--- src/rtl/fetch_redirect_ctrl_pkg.sv ---
// ---------------------------------------------------------------------------
// fetch_redirect_ctrl_pkg
//   Shared types and constants for the instruction-fetch sequencer:
//   address/instruction widths, the default reset PC, the fetch-queue entry
//   layout {pc, instr}, and the classification of an accepted redirect.
// ---------------------------------------------------------------------------
package fetch_redirect_ctrl_pkg;

  localparam int ADDR_W  = 32;
  localparam int INSTR_W = 32;

  typedef logic [ADDR_W-1:0]  addr_t;
  typedef logic [INSTR_W-1:0] instr_t;

  localparam addr_t DEFAULT_RESET_PC = 32'h0000_3000;

  // Fetch queue occupancy; the queue is fixed at two entries.
  typedef logic [1:0] qcount_t;
  localparam qcount_t QDEPTH = 2'd2;

  // One queued instruction, head of the queue feeds the D stage.
  typedef struct packed {
    addr_t  pc;
    instr_t instr;
  } fq_entry_t;

  // Where the delay slot lives when a redirect is accepted.
  typedef enum logic [1:0] {
    REDIR_NONE,      // no redirect accepted this cycle
    REDIR_HEAD,      // delay slot is the queue head, popping now
    REDIR_INFLIGHT,  // delay slot is the live outstanding request
    REDIR_DEFER      // delay slot not yet requested
  } redir_kind_e;

  // Sequential fetch advance, wraps modulo 2^32.
  function automatic addr_t next_seq_pc(input addr_t pc);
    return pc + 32'd4;
  endfunction

endpackage

--- src/rtl/fetch_redirect_ctrl_if.sv ---
// ---------------------------------------------------------------------------
// fetch_redirect_ctrl_if
//   Bundles the instruction-memory request channel and the fetch/decode
//   boundary of the fetch sequencer.
//     imem_req/imem_addr   : request to instruction memory (held until ack)
//     imem_ack/imem_rdata  : one-cycle completion pulse with instruction
//     fd_valid/fd_pc/fd_instr : head of the fetch queue presented to D
//     d_ready              : D advances this cycle
//     npc_redirect/npc_target : taken branch/jump leaving D and its target
//   master = fetch sequencer, slave = memory plus D stage / next-PC logic.
// ---------------------------------------------------------------------------
interface fetch_redirect_ctrl_if;
  import fetch_redirect_ctrl_pkg::*;

  logic   imem_req;
  addr_t  imem_addr;
  logic   imem_ack;
  instr_t imem_rdata;

  logic   fd_valid;
  addr_t  fd_pc;
  instr_t fd_instr;

  logic   d_ready;
  logic   npc_redirect;
  addr_t  npc_target;

  modport master (
    output imem_req, imem_addr, fd_valid, fd_pc, fd_instr,
    input  imem_ack, imem_rdata, d_ready, npc_redirect, npc_target
  );

  modport slave (
    input  imem_req, imem_addr, fd_valid, fd_pc, fd_instr,
    output imem_ack, imem_rdata, d_ready, npc_redirect, npc_target
  );

endinterface

--- src/rtl/fetch_redirect_ctrl_fetch_queue.sv ---
// ---------------------------------------------------------------------------
// fetch_queue
//   Two-entry in-order FIFO of fetched instructions.
//   Ports:
//     clk, reset        : clock, synchronous active-high reset
//     push, push_entry  : append an entry (caller guarantees space)
//     pop               : remove the head
//     squash_tail       : discard every entry behind the head
//     head, head_valid  : oldest entry and whether it exists
//     count             : current occupancy
//   Within one cycle the order is squash_tail, then pop, then push, so a
//   push lands behind whatever survives the squash and pop.
// ---------------------------------------------------------------------------
module fetch_queue
  import fetch_redirect_ctrl_pkg::*;
(
  input  logic      clk,
  input  logic      reset,
  input  logic      push,
  input  fq_entry_t push_entry,
  input  logic      pop,
  input  logic      squash_tail,
  output fq_entry_t head,
  output logic      head_valid,
  output qcount_t   count
);

  fq_entry_t slot_q [QDEPTH];
  fq_entry_t slot_n [QDEPTH];
  qcount_t   count_q;
  qcount_t   count_n;
  qcount_t   kept;
  logic      popped;

  always_comb begin
    // NOTE: every value written here gets a default first so no path leaves
    // it unassigned, which would otherwise infer a latch.
    slot_n = slot_q;
    kept   = count_q;

    if (squash_tail && (kept > 2'd1)) kept = 2'd1;

    popped = pop && (kept != 2'd0);
    if (popped) begin
      kept      = kept - 2'd1;
      slot_n[0] = slot_q[1];
    end

    if (push && (kept != QDEPTH)) slot_n[kept[0]] = push_entry;

    count_n = kept + qcount_t'(push && (kept != QDEPTH));
  end

  always_ff @(posedge clk) begin
    if (reset) begin
      count_q <= '0;
      // NOTE: the storage is cleared on reset only because the head drives
      // fd_pc/fd_instr directly and those must read zero after reset.
      for (int i = 0; i < int'(QDEPTH); i++) slot_q[i] <= '0;
    end else begin
      // NOTE: state registers use non-blocking assignment so every flop
      // samples pre-edge values regardless of process ordering.
      count_q <= count_n;
      slot_q  <= slot_n;
    end
  end

  assign head       = slot_q[0];
  assign head_valid = (count_q != 2'd0);
  assign count      = count_q;

endmodule

--- src/rtl/fetch_redirect_ctrl.sv ---
// ---------------------------------------------------------------------------
// fetch_redirect_ctrl
//   Instruction-fetch sequencer. Owns the fetch PC, keeps at most one request
//   outstanding to a variable-latency instruction memory, buffers returned
//   instructions in a 2-entry queue feeding D, and applies taken
//   branch/jump redirects with MIPS delay-slot semantics (delay slot kept,
//   later wrong-path fetches squashed, fetch resumes at the target).
//   Ports:
//     clk    : clock
//     reset  : synchronous, active-high
//     bus    : fetch_redirect_ctrl_if.master (imem request channel, fd
//              queue head, d_ready, npc_redirect/npc_target)
//   Parameters:
//     RESET_PC : first fetch address after reset
// ---------------------------------------------------------------------------
module fetch_redirect_ctrl
  import fetch_redirect_ctrl_pkg::*;
#(
  parameter addr_t RESET_PC = DEFAULT_RESET_PC
)
(
  input  logic                  clk,
  input  logic                  reset,
  fetch_redirect_ctrl_if.master bus
);

  // Architectural state
  addr_t pc_q,         pc_n;          // next address to request
  logic  req_q,        req_n;         // request outstanding
  addr_t addr_q,       addr_n;        // address of outstanding request
  logic  drop_q,       drop_n;        // outstanding response is wrong-path
  logic  redir_pend_q, redir_pend_n;  // delay slot still to be requested
  addr_t redir_tgt_q,  redir_tgt_n;   // target to adopt after that request

  // Per-cycle decode
  logic        pop;
  logic        ack_live;
  logic        redir_acc;
  redir_kind_e redir_kind;
  logic        squash;
  logic        push;
  fq_entry_t   push_entry;
  qcount_t     count_after;
  logic        issue;

  // Queue view
  fq_entry_t q_head;
  logic      q_valid;
  qcount_t   q_count;

  fetch_queue u_queue (
    .clk         (clk),
    .reset       (reset),
    .push        (push),
    .push_entry  (push_entry),
    .pop         (pop),
    .squash_tail (squash),
    .head        (q_head),
    .head_valid  (q_valid),
    .count       (q_count)
  );

  always_comb begin
    pop       = q_valid && bus.d_ready;
    // An ack only means something while a request is actually outstanding.
    ack_live  = req_q && bus.imem_ack;
    redir_acc = bus.npc_redirect && bus.d_ready;

    redir_kind = REDIR_NONE;
    if (redir_acc) begin
      if (q_valid)                redir_kind = REDIR_HEAD;
      else if (req_q && !drop_q)  redir_kind = REDIR_INFLIGHT;
      else                        redir_kind = REDIR_DEFER;
    end

    // Head is the delay slot: everything behind it, including a response
    // arriving now, is wrong-path.
    squash = (redir_kind == REDIR_HEAD);
    push   = ack_live && !drop_q && !squash;

    push_entry.pc    = addr_q;
    push_entry.instr = bus.imem_rdata;

    // Occupancy once this edge settles; with a head squash the head is
    // popping too, so nothing is left.
    count_after = squash ? 2'd0
                         : q_count - qcount_t'(pop) + qcount_t'(push);

    // Reserve a queue slot for every request so a response can always land.
    issue = (!req_q || ack_live) && (count_after < QDEPTH);

    pc_n         = pc_q;
    req_n        = req_q;
    addr_n       = addr_q;
    drop_n       = drop_q;
    redir_pend_n = redir_pend_q;
    redir_tgt_n  = redir_tgt_q;

    if (ack_live) begin
      req_n  = 1'b0;
      drop_n = 1'b0;
    end

    case (redir_kind)
      REDIR_HEAD: begin
        pc_n         = bus.npc_target;
        redir_pend_n = 1'b0;
        if (req_q && !bus.imem_ack) drop_n = 1'b1;
      end
      REDIR_INFLIGHT: begin
        pc_n         = bus.npc_target;
        redir_pend_n = 1'b0;
      end
      REDIR_DEFER: begin
        redir_pend_n = 1'b1;
        redir_tgt_n  = bus.npc_target;
      end
      default: ;
    endcase

    // pc_n already holds the target when the redirect was resolved above,
    // so a request issued at the accepting edge never goes down the wrong
    // path. A deferred redirect sends the delay slot first, then jumps.
    if (issue) begin
      req_n  = 1'b1;
      addr_n = pc_n;
      if (redir_pend_n) begin
        pc_n         = redir_tgt_n;
        redir_pend_n = 1'b0;
      end else begin
        pc_n = next_seq_pc(pc_n);
      end
    end
  end

  always_ff @(posedge clk) begin
    if (reset) begin
      pc_q         <= RESET_PC;
      req_q        <= 1'b0;
      addr_q       <= '0;
      drop_q       <= 1'b0;
      redir_pend_q <= 1'b0;
      redir_tgt_q  <= '0;
    end else begin
      pc_q         <= pc_n;
      req_q        <= req_n;
      addr_q       <= addr_n;
      drop_q       <= drop_n;
      redir_pend_q <= redir_pend_n;
      redir_tgt_q  <= redir_tgt_n;
    end
  end

  assign bus.imem_req  = req_q;
  assign bus.imem_addr = addr_q;
  assign bus.fd_valid  = q_valid;
  assign bus.fd_pc     = q_head.pc;
  assign bus.fd_instr  = q_head.instr;

endmodule
--- src/flat_wrapper.sv ---
// flat-port wrapper written by rule: the top's interface ports become plain ports
module fetch_redirect_ctrl_flat import fetch_redirect_ctrl_pkg::*;
#(
  parameter addr_t RESET_PC = DEFAULT_RESET_PC
)
  (clk, reset, bus_imem_req, bus_imem_addr, bus_fd_valid, bus_fd_pc, bus_fd_instr, bus_imem_ack, bus_imem_rdata, bus_d_ready, bus_npc_redirect, bus_npc_target);
  fetch_redirect_ctrl_if bus_i ();
  input  logic clk;
  input  logic reset;
  output wire logic [$bits(bus_i.imem_req)-1:0] bus_imem_req;
  output wire logic [$bits(bus_i.imem_addr)-1:0] bus_imem_addr;
  output wire logic [$bits(bus_i.fd_valid)-1:0] bus_fd_valid;
  output wire logic [$bits(bus_i.fd_pc)-1:0] bus_fd_pc;
  output wire logic [$bits(bus_i.fd_instr)-1:0] bus_fd_instr;
  input wire logic [$bits(bus_i.imem_ack)-1:0] bus_imem_ack;
  input wire logic [$bits(bus_i.imem_rdata)-1:0] bus_imem_rdata;
  input wire logic [$bits(bus_i.d_ready)-1:0] bus_d_ready;
  input wire logic [$bits(bus_i.npc_redirect)-1:0] bus_npc_redirect;
  input wire logic [$bits(bus_i.npc_target)-1:0] bus_npc_target;
  assign bus_imem_req = bus_i.imem_req;
  assign bus_imem_addr = bus_i.imem_addr;
  assign bus_fd_valid = bus_i.fd_valid;
  assign bus_fd_pc = bus_i.fd_pc;
  assign bus_fd_instr = bus_i.fd_instr;
  assign bus_i.imem_ack = bus_imem_ack;
  assign bus_i.imem_rdata = bus_imem_rdata;
  assign bus_i.d_ready = bus_d_ready;
  assign bus_i.npc_redirect = bus_npc_redirect;
  assign bus_i.npc_target = bus_npc_target;
  fetch_redirect_ctrl #(.RESET_PC(RESET_PC)) u_core (.clk(clk), .reset(reset), .bus(bus_i));
endmodule
--- config.mk ---
export PLATFORM = sky130hd
export DESIGN_NAME = fetch_redirect_ctrl_flat
export DESIGN_NICKNAME = d
export VERILOG_FILES = /design/src/rtl/fetch_redirect_ctrl_pkg.sv /design/src/rtl/fetch_redirect_ctrl_if.sv /design/src/rtl/fetch_redirect_ctrl_fetch_queue.sv /design/src/rtl/fetch_redirect_ctrl.sv /design/src/flat_wrapper.sv
export SDC_FILE = /design/constraint.sdc
export NUM_CORES = 1
export LEC_CHECK = 0
export ABC_AREA = 1
export CAP_MARGIN = 40
export CORE_MARGIN = 2
export CORE_UTILIZATION = 25
export DETAILED_ROUTE_END_ITERATION = 8
export PLACE_DENSITY = 0.46
export SLEW_MARGIN = 20
export SYNTH_ARGS = -nofsm -noshare
export SYNTH_HDL_FRONTEND = slang
export SYNTH_SLANG_ARGS = --single-unit
--- constraint.sdc ---
create_clock -name clk -period 3.8 [get_ports clk]
set_clock_uncertainty 0.15 [all_clocks]
set_input_delay 0.76 -clock clk [delete_from_list [all_inputs] [get_ports clk]]
set_output_delay 0.76 -clock clk [all_outputs]
set_load 0.005 [all_outputs]
==> metrics.md, run 1 <==
| Metric | Value |
|---|---|
| Status | `complete, no violations` |
| WS Path Type | `primary input to flip-flop` |
| Reg2Reg Depth | `18` |
| RSZ-0062 raised after global routing | `false` |
| Slowest cell delay on critical path | `0.50 ns` |
| Worst vdd ir | `0.3311 mV` |
| Top cells by count, synth | `430 x nand2_1, 229 x dfxtp_1, 185 x nor2_1` |
| Final Net Count | `1772` |
| Clock sink count | `229` |
| Total of max-cap violations | `0` |
| Port-buffer cells | `166` |
| Max Slew Vio Count | `0` |
| Buf+Inv Stages, Crit Path | `3` |
| Synthesized area | `0.01093 sq mm` |
| Cell with the most instances after synthesis | `nand2_1` |
| Initial antenna violation count | `1` |
| Synth Area per Inst | `6.887 sq um` |
| Global-route wire length before repair | `53250 microns` |
| Io pins | `167` |
| Leak pwr | `6.108 nW` |
| DP Area | `0.01305 sq mm` |
| Largest net degree at the start of global routing | `91` |
| Clock root buffer | `clkbuf_16` |
| Wirelength, routed | `33560 microns` |
| Worst path depth | `17` |
| DR vias/cell | `4.371` |
| Post-route core utilization | `32.59%` |
| Die H | `213.1 microns` |
| Dpl hpwl | `23200 microns` |
| Die Width | `213.1 microns` |
| Clock-pin slew on the worst setup and hold paths | `0.06 ns` |
| Num rows | `76` |
| Final Setup Violations | `0` |
| Critical Path, Cell by Cell | `clkdlybuf4s50_1 > nand2_1 > a31oi_1 > inv_1 > ha_1 > buf_4 > nand2_1 > nand2_1 > nand2_1 > nor2_4 > nand2_2 > nor2_2 > nand2_1 > nand2_1 > nand3_1 > nand2_1 > o21ai_1` |
| Leading area contributor after synthesis | `dfxtp_1` |
| CP required | `4.09 ns` |
| # resized after CTS | `0` |
| Max FO, Critical Path | `15` |
| TritonRoute pass-1 iters | `7` |
| Fin crit period | `3.267 ns` |
| Kind of cell adding the most delay to the critical path | `simple AND/OR/NAND/NOR gates` |
| Hold Fails Final Rpt | `0` |
| R2R Setup Slk | `0.72 ns` |
| Setup Buffers After CTS | `0` |
| Top cell type's share of synthesized area | `41.95%` |
| Total grt overflow | `0` |
| Total track usage | `14.73%` |
| CP Launch Type | `primary input` |
| 1st-iter DRT viols | `515` |
| Critical path arrival | `3.55 ns` |
| Fmax | `0.3061 GHz` |
| Share of cells above drive strength 1 | `9.889%` |
| Design Area, Final | `0.01404 sq mm` |
| Starting Density | `25.37%` |
| EDFF count, synth | `0` |
| Part of the Yosys area used for sequential elements | `41.95%` |
| Vias in the first global route | `9547` |
| CP max stage cell | `ha_1` |
| Worst r2r src | `u_core.u_queue.count[1]$_SDFF_PP0_` |
| Worst hold path class | `flip-flop to flip-flop` |
| Core Area | `0.04308 sq mm` |
| CTS tree | `done` |
| Overall power | `9.312 mW` |
| Die area | `0.04541 sq mm` |
| Most frequent CP cell | `nand2_1` |
| YS warnings | `0` |
| Pwr Density | `663.3 mW/mm^2` |
| Period Utilization, post-route | `85.96%` |
| TNS Setup | `0 ns` |
| Placed cell count | `2252` |
| Setup crit start | `bus_d_ready` |
| Vias | `10080` |
| # DRC | `0` |
| Syn nets | `1662` |
| Synth area leaders | `dfxtp_1 42%, nand2_1 15%, nor2_1 6.4%, o21ai_0 6.0%, a21oi_1 5.5%` |
| Fin cells | `2305` |
| Register bit count reported by yosys | `229` |
| FF-to-FF End | `u_core.pc_q[20]$_SDFF_PP0_` |
| Post-Synthesis Cells | `1587` |
| Routed Antenna Nets | `0` |
| CTS Hold Bufs | `0` |
| Unique masters post-synth | `40` |
| Routability-driven placement congestion ratio | `0.8455` |
| Top FF cell, synth | `dfxtp_1` |
| CTS buffer count | `28` |
| CP endpoint kind | `flip-flop` |
| Htree depth | `1` |
| Insertion delay to the later sink of the worst-skew pair | `0.55 ns` |
| Async S/R FF share, synth | `0%` |
| Rel. slew slack | `43.23%` |
| P&R area growth vs syn | `28.45%` |
| Worst Tran Pin Value | `0.8515 ns` |
| Drt wl/cell | `14.56 microns` |
| Critical Path Sink | `u_core.pc_q[20]$_SDFF_PP0_` |
| Clock Tree Buf Depth | `3` |
power breakdown:
group / leakage (nW) / switching [mW] / internal, mW
sequential: 1.87 / 0.317 / 2.91
combinational: 3.77 / 1.78 / 1.45
clock: 0.473 / 1.08 / 1.77
total: 6.11 / 3.18 / 6.13
logic make-up (layout without fill, tap and decap cells):
| kind of cell | Yosys count | after routing | synth area share, % |
|---|---|---|---|
| AOI/OAI and AO/OA | 293 | 293 | 14.21 |
| muxes | 10 | 10 | 0.9159 |
| xor gates and xnor gates | 5 | 5 | 0.4694 |
| other | 0 | 1 | 0 |
| DFF | 229 | 229 | 41.95 |
| adders and majority gates | 6 | 6 | 0.6869 |
| buffers and inverters | 295 | 427 | 13.46 |
| and+or+nand+nor | 749 | 749 | 28.31 |
worst register-to-register path: stages (launching register included):
cell and delay, ns:
dfxtp_1 0.35, inv_2 0.06, nand2_1 0.15, inv_1 0.06, a31oi_1 0.17, inv_1 0.07, ha_1 0.50, buf_4 0.29
nand2_1 0.07, nand2_1 0.11, nand2_1 0.13, nor2_4 0.18, nand2_2 0.10, nor2_2 0.25, nand2_1 0.08, nand2_1 0.06
nand3_1 0.06, nand2_1 0.06, o21ai_1 0.06
worst min path at each step:
stage / endpoint / from / cells past startpoint
global placement: u_core.redir_tgt_q[12]$_SDFF_PP0_ / u_core.redir_tgt_q[12]$_SDFF_PP0_ / 2
finish: u_core.u_queue.head[37]$_SDFF_PP0_ / u_core.bus.imem_addr[5]$_SDFFE_PP0P_ / 2
global route: u_core.redir_tgt_q[12]$_SDFF_PP0_ / u_core.redir_tgt_q[12]$_SDFF_PP0_ / 2
detailed placement: u_core.redir_tgt_q[12]$_SDFF_PP0_ / u_core.redir_tgt_q[12]$_SDFF_PP0_ / 2
CTS: u_core.u_queue.head[37]$_SDFF_PP0_ / u_core.bus.imem_addr[5]$_SDFFE_PP0P_ / 2
floorplan: u_core.redir_tgt_q[9]$_SDFF_PP0_ / u_core.redir_tgt_q[9]$_SDFF_PP0_ / 2
layout by cell type (no fill, tap or decap), types with 5 or more instances in the layout:
master	Yosys	routed
a211oi_1	16	16
a21oi_1	121	121
buf_12	0	10
buf_4	69	62
clkbuf_1	43	9
clkbuf_16	0	29
clkbuf_8	0	5
clkdlybuf4s50_1	0	165
dfxtp_1	229	229
inv_1	129	127
inv_2	6	7
mux2i_1	10	10
nand2_1	430	429
nand2_2	16	17
nand3_1	94	94
nor2_1	185	185
nor2_2	9	9
o21ai_0	130	130
o21ai_1	11	11
o21ai_2	5	5
per-stage QoR:
stage | hold WS, ns | setup WS [ns]
4_1_cts | 0.3353 | 0.5008
3_5_place_dp | 0.3265 | -0.07721
5_1_grt | 0.3638 | 0.1652
6_report | 0.3340 | 0.5334
3_3_place_gp | 0.3218 | -0.05134
2_1_floorplan | 0.2988 | 0.6221
per-layer routing:
| metal | share of wire, % | GRT usage, % | vias to the layer above | wire [microns] |
|---|---|---|---|---|
| met4 | 1.8 | 2.894 | 0 | 608 |
| met1 | 47 | 19.31 | 4620 | 15700 |
| met3 | 4.9 | 2.736 | 46 | 1635 |
| met5 | 0 | 0 | - | 0 |
| li1 | - | - | 5208 | - |
| met2 | 47 | 25.22 | 201 | 15620 |
final cells by class:
type,count,area [sq um]
antenna,1,2.502
clock buffer,43,828.3
clock inverter,9,153.9
fill,4692,29040
inverter,137,524.3
multi-input combinational,1063,4891
sequential,229,4584
tap,585,732.0
timing repair buffer,238,2322
No activity file was read; power rests on OpenSTA's default activity.
==> run 2, diff against run 1 <==
- PLACE_DENSITY: 0.46 -> not set
- PLACE_DENSITY_LB_ADDON: not set -> 0.08
==> metrics.md, run 2 (same netlist as run 1, synthesis figures left out) <==
| Metric | Value |
|---|---|
| Final Setup Violations | `0 (unchanged)` |
| Max Slew Vio Count | `0 (unchanged)` |
| # DRC | `0 (unchanged)` |
| Worst Tran Pin Value | `0.4358 ns (-0.4157 ns)` |
| Pwr Density | `658.1 mW/mm^2 (-0.78%)` |
| Final Net Count | `1796 (+1.4%)` |
| Initial antenna violation count | `0 (-1)` |
| Setup Buffers After CTS | `0 (unchanged)` |
| CTS buffer count | `29 (+3.6%)` |
| Critical path arrival | `3.63 ns (+0.08 ns)` |
| RSZ-0062 raised after global routing | `false` |
| Total grt overflow | `0 (unchanged)` |
| R2R Setup Slk | `0.67 ns (-0.05 ns)` |
| Met1 Use GR | `20.57% (+1.3 points)` |
| Clock-pin slew on the worst setup and hold paths | `0.06 ns (about the same)` |
| DR vias/cell | `4.293 (-1.8%)` |
| Starting Density | `25.37% (unchanged)` |
| Fin cells | `2325 (+0.87%)` |
| 1st-iter DRT viols | `536 (+4.1%)` |
| Hold Fails Final Rpt | `0 (unchanged)` |
| Min Hold Slack | `0.3446 ns (+0.01065 ns)` |
| Die Width | `213.1 microns (unchanged)` |
| Design Area, Final | `0.01427 sq mm (+1.6%)` |
| Busiest grt layer | `met2` |
| Met2 Usage GRT | `28.23% (+3.0 points)` |
| TritonRoute pass-1 iters | `4 (-3)` |
| Placed cell count | `2273 (+0.93%)` |
| CTS tree | `done` |
| Worst r2r src | `u_core.u_queue.count[0]$_SDFF_PP0_` |
| Num rows | `76 (unchanged)` |
| Rel. slew slack | `70.75% (+28 points)` |
| CP required | `4.10 ns (about the same)` |
| Reg2Reg Depth | `19 (+1)` |
| Die area | `0.04541 sq mm (unchanged)` |
| DP Area | `0.01331 sq mm (+2.0%)` |
| Clock Tree Buf Depth | `3 (unchanged)` |
| Max FO, Critical Path | `7 (-8)` |
| WS Path Type | `primary input to flip-flop` |
| Routed Antenna Nets | `0 (unchanged)` |
| Clock root buffer | `clkbuf_16` |
| Commonest non-fill, non-tap cells in the layout | `429 x nand2_1, 229 x dfxtp_1, 185 x nor2_1, 165 x clkdlybuf4s50_1, 130 x o21ai_0` |
| Fmax | `0.3003 GHz (-1.9%)` |
| Vias | `9982 (-0.92%)` |
| Dpl hpwl | `25030 microns (+7.9%)` |
| CP endpoint kind | `flip-flop` |
| Wirelength, routed | `36310 microns (+8.2%)` |
| N_diodes | `0 (-1)` |
| TNS Setup | `0 ns (unchanged)` |
| Insertion delay to the later sink of the worst-skew pair | `0.57 ns (+0.02 ns)` |
| Overall power | `9.389 mW (+0.84%)` |
| Routability-driven placement congestion ratio | `0.8303 (-1.8%)` |
| Io pins | `167 (unchanged)` |
| Global-route wire length before repair | `56390 microns (+5.9%)` |
| CP Launch Type | `primary input` |
| Hold EP | `u_core.redir_tgt_q[7]$_SDFF_PP0_` |
| Port-buffer cells | `166 (unchanged)` |
| Clock sink count | `229 (unchanged)` |
| Hold Path Depth | `2 (unchanged)` |
| P&R area growth vs syn | `30.54%` |
| Number of fill cells | `4691 (-0.021%)` |
| Drt wl/cell | `15.62 microns (+7.3%)` |
| Fin crit period | `3.331 ns (+0.06397 ns)` |
| Status | `complete, no violations` |
| Htree depth | `1 (unchanged)` |
| Worst vdd ir | `0.3561 mV (+7.5%)` |
| Worst hold path class | `flip-flop to flip-flop` |
| Largest net degree at the start of global routing | `65 (-29%)` |
| Total of max-cap violations | `0 (unchanged)` |
| Core Area | `0.04308 sq mm (unchanged)` |
| Vias in the first global route | `9822 (+2.9%)` |
| Min-delay src | `u_core.redir_tgt_q[7]$_SDFF_PP0_` |
| Period Utilization, post-route | `87.65% (+1.7 points)` |
| Share of cells above drive strength 1 | `10.86% (+0.97 points)` |
| Die H | `213.1 microns (unchanged)` |
| FF-to-FF End | `u_core.pc_q[20]$_SDFF_PP0_` |
| # resized after CTS | `0 (unchanged)` |
| Met3 capacity usage during global routing | `2.677% (-0.059 points)` |
| Most common cell after layout, fill and taps aside | `nand2_1` |
| Total track usage | `16.09% (+1.4 points)` |
| Leak pwr | `6.240 nW (+2.2%)` |
| CTS Hold Bufs | `0 (unchanged)` |
run 2: metal layers:
metal  wire length, microns  vias up
li1                       -     5256
met1                  16680     4528
met2                  17470      158
met3                   1408       40
met4                    759        0
met5                      0        -
run 2: layout make-up:
class / instances / area, sq um / area share [%]
clock inverters: 2 / 38.79 / 0.2719
well taps: 585 / 732.0 / 5.130
flip-flops and latches: 229 / 4584 / 32.13
repair buffers: 261 / 2620 / 18.36
clock buffers: 48 / 877.1 / 6.148
multi-input cells: 1063 / 4891 / 34.28
inverters: 137 / 524.3 / 3.674
run 2: critical path, stage by stage:
cell	delay (ns)
clkdlybuf4s50_1	0.48
nand2_1	0.11
a31oi_1	0.26
inv_1	0.08
ha_1	0.34
buf_12	0.16
o21a_4	0.21
inv_1	0.07
ha_1	0.15
nand2_1	0.13
nor2_4	0.19
nand2_2	0.09
nor2_2	0.25
nand2_1	0.08
nand2_1	0.07
nand3_1	0.06
nand2_1	0.07
o21ai_1	0.06
run 2: report_power, final:
part	internal, mW	switching, mW	total [mW]
clock	1.62	1.10	2.71
combinational	1.57	1.87	3.44
sequential	2.91	0.320	3.23
total	6.10	3.29	9.39
run 2: how the worst max path moves through the flow:
stage | from | to | slack (ns) | cells after the start
finish | bus_d_ready | u_core.pc_q[20]$_SDFF_PP0_ | 0.47 | 18
global route | bus_d_ready | u_core.pc_q[20]$_SDFF_PP0_ | 0.21 | 18
CTS | bus_d_ready | u_core.pc_q[20]$_SDFF_PP0_ | 0.49 | 18
detailed placement | bus_d_ready | u_core.pc_q[20]$_SDFF_PP0_ | -0.11 | 18
global placement | bus_d_ready | u_core.pc_q[4]$_SDFF_PP0_ | -0.04 | 20
floorplan | bus_d_ready | u_core.bus.imem_addr[10]$_SDFFE_PP0P_ | 0.62 | 17
run 2: stage by stage:
stage	setup slack [ns]	utilization, %
6_report	0.4695	33.12
5_1_grt	0.2146	33.12
4_1_cts	0.4884	33.03
3_5_place_dp	-0.1067	30.90
3_3_place_gp	-0.03794	30.90
2_1_floorplan	0.6221	-
==> run 3, diff against run 2 <==
- clock period: 3.8 -> 3.2 ns (I/O delays scaled with it)
==> metrics.md, run 3 (same netlist as run 1, synthesis figures left out) <==
| Metric | Value |
|---|---|
| Htree depth | `1 (unchanged)` |
| Status | `complete, no violations` |
| Setup Buffers After CTS | `0 (unchanged)` |
| Fin cells | `2364 (+1.7%)` |
| Fmax | `0.3328 GHz` |
| P&R area growth vs syn | `34.56%` |
| Initial antenna violation count | `0 (unchanged)` |
| # DRC | `0 (unchanged)` |
| CTS tree | `done` |
| CP Launch Type | `primary input` |
| Die H | `213.1 microns (unchanged)` |
| Rel. slew slack | `55.08% (-16 points)` |
| Num rows | `76 (unchanged)` |
| Clock Tree Buf Depth | `3 (unchanged)` |
| Dpl hpwl | `25500 microns (+1.9%)` |
| Hold EP | `u_core.redir_tgt_q[7]$_SDFF_PP0_` |
| CTS Hold Bufs | `0 (unchanged)` |
| Core Area | `0.04308 sq mm (unchanged)` |
| Most frequent CP cell | `nand2_1` |
| Critical path arrival | `3.31 ns (-0.32 ns)` |
| Critical Path, Cell by Cell | `clkdlybuf4s50_1 > nand2_2 > a31oi_4 > inv_1 > ha_1 > buf_12 > o21a_4 > inv_1 > ha_1 > nand2_1 > nor2_4 > nand2_2 > nor2_4 > nand2_1 > nand2_1 > nand3_1 > nand2_1 > o21ai_1` |
| Clock root buffer | `clkbuf_16` |
| CP required | `3.51 ns (-0.59 ns)` |
| Total of max-cap violations | `0 (unchanged)` |
| CTS buffer count | `30 (+3.4%)` |
| FF-to-FF End | `u_core.pc_q[20]$_SDFF_PP0_` |
| Pre-CTS setup slack | `-0.5922 ns (-0.4855 ns)` |
| Global-route wire length before repair | `55470 microns (-1.6%)` |
| TritonRoute pass-1 iters | `5 (+1)` |
| Reg2Reg Depth | `19 (unchanged)` |
| Drt wl/cell | `15.31 microns (-2.0%)` |
| Min-delay src | `u_core.redir_tgt_q[7]$_SDFF_PP0_` |
| CP endpoint kind | `flip-flop` |
| Worst hold path class | `flip-flop to flip-flop` |
| Routed Antenna Nets | `0 (unchanged)` |
| Period Utilization, post-route | `93.90%` |
| Die area | `0.04541 sq mm (unchanged)` |
| Final Net Count | `1832 (+2.0%)` |
| Port-buffer cells | `166 (unchanged)` |
| Commonest non-fill, non-tap cells in the layout | `427 x nand2_1, 229 x dfxtp_1, 182 x nor2_1, 165 x clkdlybuf4s50_1, 130 x o21ai_0` |
| Fin crit period | `3.005 ns` |
| R2R Setup Slk | `0.26 ns (-0.41 ns)` |
| Min Hold Slack | `0.3395 ns (-0.005162 ns)` |
| N_diodes | `0 (unchanged)` |
| Overall power | `11.59 mW (+23%)` |
| Post-route core utilization | `34.14% (+1.0 points)` |
| Min setup slack post-route | `0.1951 ns (-0.2744 ns)` |
| Worst r2r src | `u_core.u_queue.count[0]$_SDFF_PP0_` |
| CP max stage cell | `clkdlybuf4s50_1` |
| Die Width | `213.1 microns (unchanged)` |
| Vias | `10220 (+2.4%)` |
| Total track usage | `15.80% (-0.28 points)` |
| Hold Path Depth | `2 (unchanged)` |
| Leak pwr | `6.467 nW (+3.6%)` |
| WS Path Type | `primary input to flip-flop` |
| Placed cell count | `2309 (+1.6%)` |
| Final Setup Violations | `0 (unchanged)` |
| # resized after CTS | `0 (unchanged)` |
| Max FO, Critical Path | `7 (unchanged)` |
| Worst Tran Pin Value | `0.6737 ns (+0.2379 ns)` |
| Largest net degree at the start of global routing | `65 (unchanged)` |
| Pwr Density | `787.8 mW/mm^2 (+20%)` |
| Max Slew Vio Count | `0 (unchanged)` |
| Most common cell after layout, fill and taps aside | `nand2_1` |
| Routability-driven placement congestion ratio | `0.8355 (+0.63%)` |
| Insertion delay to the later sink of the worst-skew pair | `0.58 ns (about the same)` |
| Vias in the first global route | `9858 (+0.37%)` |
| Io pins | `167 (unchanged)` |
| Hold Fails Final Rpt | `0 (unchanged)` |
| Wirelength, routed | `36200 microns (-0.32%)` |
| Clock sink count | `229 (unchanged)` |
| Share of cells above drive strength 1 | `13.49% (+2.6 points)` |
| Starting Density | `25.37% (unchanged)` |
| Worst vdd ir | `0.3967 mV (+11%)` |
| DR vias/cell | `4.324 (+0.71%)` |
| Slowest cell delay on critical path | `0.49 ns (about the same)` |
| Total grt overflow | `0 (unchanged)` |
| Clock-pin slew on the worst setup and hold paths | `0.06 ns (about the same)` |
| 1st-iter DRT viols | `498 (-7.1%)` |
[run 3: per-layer routing]
metal,vias to the layer above,global-route usage [%],wire [microns]
li1,5313,-,-
met1,4680,20.08,16400
met2,172,27.70,17450
met3,56,2.412,1410
met4,0,4.292,933
met5,-,0,0
[run 3: report_power, final]
part / total [mW] / leakage (nW) / internal [mW] / switching, mW
logic: 4.30 / 4.10 / 2.03 / 2.26
registers: 3.84 / 1.87 / 3.46 / 0.378
clock network: 3.45 / 0.496 / 2.10 / 1.35
[run 3: how the worst max path moves through the flow]
stage / startpoint / to / slack (ns)
4_1_cts: bus_d_ready / u_core.pc_q[20]$_SDFF_PP0_ / 0.0006
3_3_place_gp: bus_d_ready / u_core.pc_q[20]$_SDFF_PP0_ / -0.55
3_5_place_dp: bus_d_ready / u_core.pc_q[20]$_SDFF_PP0_ / -0.59
6_report: bus_d_ready / u_core.pc_q[20]$_SDFF_PP0_ / 0.20
2_1_floorplan: bus_d_ready / u_core.bus.imem_addr[10]$_SDFFE_PP0P_ / 0.14
5_1_grt: u_core.u_queue.count[0]$_SDFF_PP0_ / u_core.pc_q[21]$_SDFF_PP0_ / -0.01
[run 3: critical path, delay by kind of cell]
kind                       cells  cell delay (ns)
AOI/OAI and AO/OA              3             0.44
adders and majority gates      2             0.50
and+or+nand+nor                9             0.93
buffers and inverters          4             0.79
[run 3: cell type report]
| type | count | area (sq um) |
|---|---|---|
| Clock buffer | 46 | 910.9 |
| Clock inverter | 8 | 106.4 |
| Fill cell | 4635 | 28370 |
| Inverter | 137 | 524.3 |
| Multi-Input combinational cell | 1063 | 4933 |
| Sequential cell | 229 | 4584 |
| Tap cell | 585 | 732.0 |
| Timing Repair Buffer | 296 | 2915 |
[run 3: per-stage QoR]
| stage | setup TNS, ns | instance area, sq um |
|---|---|---|
| 2_1_floorplan | 0 | 10930 |
| 3_3_place_gp | -34.13 | 13600 |
| 3_5_place_dp | -36.82 | 13620 |
| 4_1_cts | 0 | 14640 |
| 5_1_grt | -0.02961 | 14710 |
| 6_report | 0 | 14710 |
==> patch, RTL diff (config.mk and constraints of run 1) <==
Reset style: asynchronous (`reset`), changed in 2 clocked blocks. Comments in the files are not updated.
--- a/src/rtl/fetch_redirect_ctrl_fetch_queue.sv
+++ b/src/rtl/fetch_redirect_ctrl_fetch_queue.sv
@@ -53,3 +53,3 @@
 
-  always_ff @(posedge clk) begin
+  always_ff @(posedge clk or posedge reset) begin
     if (reset) begin
--- a/src/rtl/fetch_redirect_ctrl.sv
+++ b/src/rtl/fetch_redirect_ctrl.sv
@@ -135,3 +135,3 @@
 
-  always_ff @(posedge clk) begin
+  always_ff @(posedge clk or posedge reset) begin
     if (reset) begin
Check against the original RTL: differs if reset is asserted again (counterexample within 4 cycles, from zero or initial values and one cycle with reset high); with reset held inactive, the same outputs for 4 cycles.
==> patch against run 1 <==
Clock power down 4%; critical path depth up 2; synthesized area grew 6.1%; final area grew 6.2%; worst setup slack got worse by 0.029 ns; power increased by 32%; sequential cell count is the same; first-iteration DRC count grew 29%; critical path type unchanged; synthesized cell count fell by 5.9%; count of clock-buffer cells in the layout stayed put; global-route usage down 0.21 points; largest cell class is now sequential cells; routed wire length up 3.1%; cell count decreased by 2.0%.
==> patch: results <==
[outcome]
status = finished clean

[setup_path]
r2r_end = u_core.pc_q[18]
r2r_start = u_core.u_queue.count[0]
crit_slowest_cell = clkdlybuf4s50_1
ff2ff_setup_slack_ns = 0.67
critPathMaxStageDelay_ns = 0.48
worstPathArrival_ns = 3.59
critPathMaxFanout = 7
rr_worst_depth = 19

[clock_tree]
clk_path_buf_depth = 3
clkSlewWorstSetupHoldPaths_ns = 0.06
cts_buffers = 29
cts_resized = 0

[final_layout]
final_util_pct = 32.7
drive_gt1_share_pct = 12.0
layout.nets = 1710
fillers = 4808

[route]
num_vias = 9544
dr.pass1.iters = 5
routed_wl_um = 34600
dr.first_iter.drc_count = 665

[global_routing]
grt_first_pass_wirelength_um = 54700
grt_start_max_net_pins = 97
track_usage_pct = 14.5
antenna_found_initial = 0
grt_pass1_vias = 9477

[hold_path]
hold-path-endpoint = u_core.redir_tgt_q[23]
holdPathStages = 2
worstHoldStart = u_core.redir_tgt_q[23]

[placed_design]
dpl_cell_area_mm2 = 0.0140
globalplace.congestion = 0.855
place_hpwl_um = 24400

[synthesis]
ys_types = 37
yosysSeqAreaShare_pct = 49.4
synth_area_leaders = dfrtp_1 (49%), nand2_1 (16%), o21ai_0 (8.4%)
synthesis.nets = 1568
ys_warn_count = 0
ys_top_cells_by_count = nand2_1 (509), dfrtp_1 (227), o21ai_0 (194), inv_1 (184), buf_4 (72)
async_flop_share_pct = 100
ys.flop_type = dfrtp_1

[power]
peakVddDrop_mv = 0.333
leakage_nw = 6.96

[timing]
tightest_slew_ns = 0.670
whs_ns = 0.317
patch: worst max path at each step:
| stage | start | endpoint | slack [ns] | depth (start not counted) |
|---|---|---|---|---|
| floorplan | reset | async pin | -0.10 | 1 |
| global placement | bus_d_ready | u_core.pc_q[25] | -0.07 | 19 |
| detailed placement | bus_d_ready | u_core.pc_q[21] | -0.04 | 19 |
| CTS | bus_d_ready | u_core.pc_q[21] | 0.55 | 19 |
| global route | bus_d_ready | u_core.pc_q[18] | 0.27 | 19 |
| finish | bus_d_ready | u_core.pc_q[18] | 0.50 | 19 |
patch: per-stage QoR:
stage | power, mW | setup slack, ns | instances | setup TNS (ns)
floorplan | 7.44 | -0.102 | 1493 | -23.23
global placement | 9.59 | -0.0711 | 2204 | -0.183
detailed placement | 9.67 | -0.0443 | 2204 | -0.0916
CTS | 12.5 | 0.552 | 2257 | 0
global route | 13.4 | 0.267 | 2257 | 0
finish | 12.3 | 0.504 | 2258 | 0
patch: power by group:
part           switching (mW)  internal, mW
Clock                    1.10          1.64
Combinational            3.03          2.40
Sequential              0.561          3.57
patch: metal layers:
layer	part of all wire, %	GRT usage, %
met3	5.6	2.41
met5	0	0
met2	43	22.3
met1	49	21.1
met4	2.0	3.78
patch: cells by family (layout without fill, tap and decap cells):
family	after synthesis	after routing	synth area share [%]
AND/OR/NAND/NOR	652	652	23.3
buffers and inverters	323	487	13.6
AO/OA/AOI/OAI	277	277	12.6
flip-flops	229	229	49.4
adder cells (fa/ha/maj)	6	6	0.648
XOR/XNOR	6	6	0.453
other	0	1	0
patch: cell type report:
cell class              count  area share (%)
flip-flops and latches    229            38.4
inverters                 188            4.80
multi-input cells         941            28.9
clock buffers              43            5.82
diodes                      1          0.0168
well taps                 600            5.03
clock inverters            10           0.570
repair buffers            246            16.4
patch: worst max-delay path, delay by kind of cell:
| family | cells | cell delay [ns] |
|---|---|---|
| adders and majority gates | 2 | 0.47 |
| buffers and inverters | 6 | 1.00 |
| AOI/OAI and AO/OA | 1 | 0.15 |
| and+or+nand+nor | 10 | 1.20 |
